`config.mk`:
```
export PLATFORM = sky130hd
export DESIGN_NAME = alu_issuer
export DESIGN_NICKNAME = d
export VERILOG_FILES = /design/src/rtl/alu_issuer.sv
export SDC_FILE = /design/constraint.sdc
export NUM_CORES = 1
export LEC_CHECK = 0
export ABC_AREA = 1
export ABC_CLOCK_PERIOD_IN_PS = 6600
export CAP_MARGIN = 20
export CORE_UTILIZATION = 54
export CTS_BUF_LIST = sky130_fd_sc_hd__clkbuf_16
export DETAILED_ROUTE_END_ITERATION = 16
export GPL_TIMING_DRIVEN = 0
export PLACE_DENSITY = 0.92
export SETUP_SLACK_MARGIN = 0.5
export SLEW_MARGIN = 40
export SYNTH_ARGS = -nofsm -noshare
export SYNTH_HDL_FRONTEND = slang
export SYNTH_SLANG_ARGS = --single-unit
```
`constraint.sdc`:
```
create_clock -name clk -period 6.6 [get_ports clk]
set_clock_uncertainty 0.2 [all_clocks]
set_input_delay 1.32 -clock clk [delete_from_list [all_inputs] [get_ports clk]]
set_output_delay 1.32 -clock clk [all_outputs]
set_load 0.005 [all_outputs]
```
`src/rtl/alu_issuer.sv`:
```
// Issues queued ALU commands one at a time: a small command FIFO feeds a
// four-state sequencer that drives the ALU, captures its result and holds it until consumed.
module alu_issuer #(
  parameter int DEPTH = 4
) (
  input  logic        clk,
  input  logic        reset,
  input  logic        cmd_valid,
  output logic        cmd_ready,
  input  logic [31:0] cmd_a,
  input  logic [31:0] cmd_b,
  input  logic [1:0]  cmd_op,
  output logic [31:0] alu_a,
  output logic [31:0] alu_b,
  output logic [1:0]  alu_op,
  output logic        alu_en,
  input  logic [31:0] alu_result,
  output logic        rsp_valid,
  input  logic        rsp_ready,
  output logic [31:0] rsp_data,
  output logic [7:0]  rsp_seq
);
  localparam int AW = $clog2(DEPTH);
  localparam int CW = AW + 1;
  localparam int EW = 66;
  localparam logic [CW-1:0] FULL_CNT = CW'(DEPTH);

  typedef enum logic [1:0] {
    IDLE  = 2'd0,
    ISSUE = 2'd1,
    WAIT  = 2'd2,
    RESP  = 2'd3
  } state_t;

  state_t        state_r;
  state_t        next_state_s;
  logic [EW-1:0] fifo_mem_r [DEPTH];
  logic [AW-1:0] wr_ptr_r;
  logic [AW-1:0] rd_ptr_r;
  logic [CW-1:0] count_r;
  logic [CW-1:0] count_next_s;
  logic [EW-1:0] head_s;
  logic          push_s;
  logic          pop_s;
  logic          cmd_ready_r;
  logic          alu_en_r;
  logic [31:0]   alu_a_r;
  logic [31:0]   alu_b_r;
  logic [1:0]    alu_op_r;
  logic          rsp_valid_r;
  logic [31:0]   rsp_data_r;
  logic [7:0]    rsp_seq_r;

  // cmd_ready_r already reflects count < DEPTH, so a full FIFO never accepts
  assign push_s = cmd_valid && cmd_ready_r;
  assign pop_s  = (state_r == ISSUE);
  assign head_s = fifo_mem_r[rd_ptr_r];

  assign cmd_ready = cmd_ready_r;
  assign alu_en    = alu_en_r;
  assign alu_a     = alu_a_r;
  assign alu_b     = alu_b_r;
  assign alu_op    = alu_op_r;
  assign rsp_valid = rsp_valid_r;
  assign rsp_data  = rsp_data_r;
  assign rsp_seq   = rsp_seq_r;

  // FIFO occupancy after this edge's push/pop
  always_comb begin
    count_next_s = count_r;
    if (push_s && !pop_s) begin
      count_next_s = count_r + CW'(1'b1);
    end else if (pop_s && !push_s) begin
      count_next_s = count_r - CW'(1'b1);
    end else begin
      count_next_s = count_r;
    end
  end

  // Sequencer next state; count is sampled before this edge's push
  always_comb begin
    next_state_s = state_r;
    case (state_r)
      IDLE: begin
        if (count_r != {CW{1'b0}}) next_state_s = ISSUE;
        else                       next_state_s = IDLE;
      end
      ISSUE: next_state_s = WAIT;
      WAIT:  next_state_s = RESP;
      RESP: begin
        if (rsp_ready) begin
          if (count_r != {CW{1'b0}}) next_state_s = ISSUE;
          else                       next_state_s = IDLE;
        end else begin
          next_state_s = RESP;
        end
      end
      default: next_state_s = IDLE;
    endcase
  end

  // Sequencer state register
  always_ff @(posedge clk) begin
    if (reset) state_r <= IDLE;
    else       state_r <= next_state_s;
  end

  // FIFO storage; contents need no reset because occupancy gates every read
  always_ff @(posedge clk) begin
    if (push_s && !reset) fifo_mem_r[wr_ptr_r] <= {cmd_a, cmd_b, cmd_op};
  end

  // Pointers, occupancy and all registered outputs
  always_ff @(posedge clk) begin
    if (reset) begin
      wr_ptr_r    <= {AW{1'b0}};
      rd_ptr_r    <= {AW{1'b0}};
      count_r     <= {CW{1'b0}};
      cmd_ready_r <= 1'b1;
      alu_en_r    <= 1'b0;
      alu_a_r     <= 32'd0;
      alu_b_r     <= 32'd0;
      alu_op_r    <= 2'd0;
      rsp_valid_r <= 1'b0;
      rsp_data_r  <= 32'd0;
      rsp_seq_r   <= 8'd0;
    end else begin
      if (push_s) wr_ptr_r <= wr_ptr_r + AW'(1'b1);
      if (pop_s)  rd_ptr_r <= rd_ptr_r + AW'(1'b1);
      count_r     <= count_next_s;
      cmd_ready_r <= (count_next_s < FULL_CNT);
      // ALU drive is loaded one edge early so it is registered during ISSUE;
      // the head cannot move before ISSUE because only ISSUE pops.
      if (next_state_s == ISSUE) begin
        alu_en_r <= 1'b1;
        alu_a_r  <= head_s[65:34];
        alu_b_r  <= head_s[33:2];
        alu_op_r <= head_s[1:0];
      end else begin
        alu_en_r <= 1'b0;
        alu_a_r  <= 32'd0;
        alu_b_r  <= 32'd0;
        alu_op_r <= 2'd0;
      end
      if (state_r == WAIT) begin
        rsp_data_r  <= alu_result;
        rsp_valid_r <= 1'b1;
      end else if (state_r == RESP && rsp_ready) begin
        rsp_valid_r <= 1'b0;
        rsp_seq_r   <= rsp_seq_r + 8'd1;
      end
    end
  end
endmodule

```
==> flow_summary.ini <==
[outcome]
status = finished clean

[routing]
via_count = 9888
finalWirelength_um = 32800
ant_nets = 0
first_pass_iters = 7
via_per_inst = 5.26
drt_iter0_drc = 855
drc_errors = 0
routedWlPerCell_um = 17.5

[final_layout]
syn_to_final_growth_pct = 29.9
final.fill_count = 1626
finalNetCount = 1626
multi_input_area_sq_mm = 0.00306
regArea_sq_mm = 0.0103
drive_above_1_share_pct = 7.83

[pwr]
power.share.clock_pct = 32.0
switching_share_pct = 28.4
p_leak_nw = 6.94
power_frac_seq_pct = 43.6
p_total_w = 0.00681
internal_power_w = 0.00488
p_sw_w = 0.00193
cellPowerDensity_mw_per_mm2 = 375
max-vdd-ir-drop_mv = 0.300
pwr-share-comb_pct = 24.4

[sta]
period_share_pct = 51.3
fin_hold_ws_ps = 284
finalSetupViolations = 0
fmax_ghz = 0.295
rsz0062_at_grt = no
slew_violations = 0
slew_headroom_pct = 59.6
hold_viol_final = 0
tightestPinTransition_ps = 604
finalCriticalPeriod_ps = 3390

[clock_network]
numCtsBuffers = 40
clockBufferDepth = 3
cts_setup_buffers = 0
insertion_delay_ps = 510
h-tree-depth = 2
holdBufCountCts = 0
clk_pin_slew_ps = 60
cts_tree = built
post_cts_resized = 0
cts_sinks = 382
cts_root_buffer = clkbuf_16

[global_route]
grt_pass1_vias = 9824
grt_use_total_pct = 24.8
grt_pass1_wl_um = 50300
antenna_found_initial = 4
grt_max_degree = 20
grt_overflow = 0

[yosys]
yosys-top-cells-count = nor2_1 (411), edfxtp_1 (264), o21ai_0 (163), dfxtp_1 (118), nand2_1 (91)
seq_area_frac_synth_pct = 73.6
netlist-cell-type-count = 24
async_reset_ff_share_pct = 0
ys_ff_latch = 382
syn_area_sq_mm = 0.0140
ys_warn_count = 0
synthFlopType = edfxtp_1
syn_area_per_cell_sq_um = 11.2
synth_area_leaders = edfxtp_1 (57%), dfxtp_1 (17%), nor2_1 (11%)
syn-num-nets = 1358
synth_edf_count = 264
yosysMostFrequentCell = nor2_1
synthCells = 1246
synth_top_area_share_pct = 56.7
yosysTopAreaCell = edfxtp_1

[floorplan]
ioPinCount = 211
core_sq_mm = 0.0253
die_x_um = 163
die_area_sq_mm = 0.0265
start_util_pct = 55.3
fp.dieH_um = 163
num_rows = 58

[placed_design]
dpl.hpwl_um = 21900
gp_congestion = 0.813
io_buffers = 210

[min_path]
hold_class = register to register

[run]
drv_cap = 0

[worst_setup_path]
end_kind = register
crit_fanout = 15
critPathArrivalTime_ps = 3390
worstSetupStartpointType = primary input
setup.worst_path.class = primary input to register
cp.required_ps = 6610
## per-stage QoR
| stage | instance area [sq um] | std cells | utilization [%] | TNS, ps | setup WS (ps) |
|---|---|---|---|---|---|
| 6_report | 18100 | 1879 | 71.9 | 0 | 3210 |
| 5_1_grt | 18100 | 1878 | 71.9 | 0 | 3090 |
| 4_1_cts | 18100 | 1876 | 71.8 | 0 | 3240 |
| 3_5_place_dp | 16800 | 1802 | 66.7 | 0 | 2700 |
| 3_3_place_gp | 16500 | 1786 | 65.3 | -268800 | -1110 |
| 2_1_floorplan | 14000 | 1246 | - | 0 | 1550 |
## registers in the layout (all words and copies together), names as in the netlist
name,cells
alu_b,32
rsp_valid,1
alu_op,2
rd_ptr_r,2
state_r,2
fifo_mem_r,264
rsp_data,32
cmd_ready,1
count_r,3
wr_ptr_r,2
alu_a,32
rsp_seq,8
alu_en,1
## critical path, stage by stage
cell and delay [ps]:
clkdlybuf4s50_1 560, inv_2 250, nand2_1 270, nor2_4 510, buf_8 270, buf_8 190
## power by group through the flow
stage / clock, W / sequential, W / combinational [W]
2_1_floorplan: 0 / 0.00303 / 0.000824
3_3_place_gp: 0 / 0.00302 / 0.00154
3_5_place_dp: 0 / 0.00302 / 0.00164
4_1_cts: 0.00220 / 0.00297 / 0.00166
5_1_grt: 0.00230 / 0.00299 / 0.00184
6_report: 0.00218 / 0.00297 / 0.00166
## cells in the final DEF (no fill, tap or decap), drive strengths merged
master / netlist / routed
nand2: 91 / 91
nand4: 1 / 1
o21ai: 170 / 170
buf: 35 / 51
clkinvlp: 0 / 2
nand3: 7 / 7
nor3: 2 / 2
nand3b: 1 / 1
clkbuf: 25 / 66
inv: 91 / 98
clkinv: 1 / 21
edfxtp: 264 / 264
clkdlybuf4s50: 0 / 210
nor2: 412 / 412
ha: 10 / 10
diode: 0 / 3
bufinv: 0 / 4
o211ai: 1 / 1
dfxtp: 118 / 118
a21oi: 17 / 17
## cells by family (layout without fill, tap and decap cells)
group,after synthesis,after routing,share of synthesized area [%]
compound gates,188,188,6.78
fa+ha+maj,10,10,0.895
buf+inv,152,452,4.69
other cells,0,3,0
simple gates,514,514,14.0
flops,382,382,73.6
## metal layers
layer,global-route usage (%),part of all wire [%]
met2,44.4,52
met5,0,0.052
met1,29.6,38
met4,10.0,3.0
met3,4.10,7.2
## final cells by class
| class | instances | share of cell area (%) |
|---|---|---|
| diodes | 3 | 0.0414 |
| plain buffers | 60 | 1.70 |
| clock buffers | 41 | 5.65 |
| clock inverters | 33 | 1.48 |
| inverters | 92 | 1.91 |
| multi-input cells | 712 | 16.8 |
| flip-flops and latches | 382 | 56.7 |
| well taps | 330 | 2.28 |
| repair buffers | 226 | 13.4 |
## worst paths after layout
| path | startpoint | end | slack [ps] | cells after the start |
|---|---|---|---|---|
| min | rsp_data[7] | rsp_data[7] | 280 | 2 |
| max reg2reg | cmd_ready | fifo_mem_r[1][7] | 4310 | 6 |
| min reg2reg | rsp_data[7] | rsp_data[7] | 280 | 2 |
| max | reset | fifo_mem_r[1][7] | 3210 | 6 |
No activity file was read; power rests on OpenSTA's default activity.
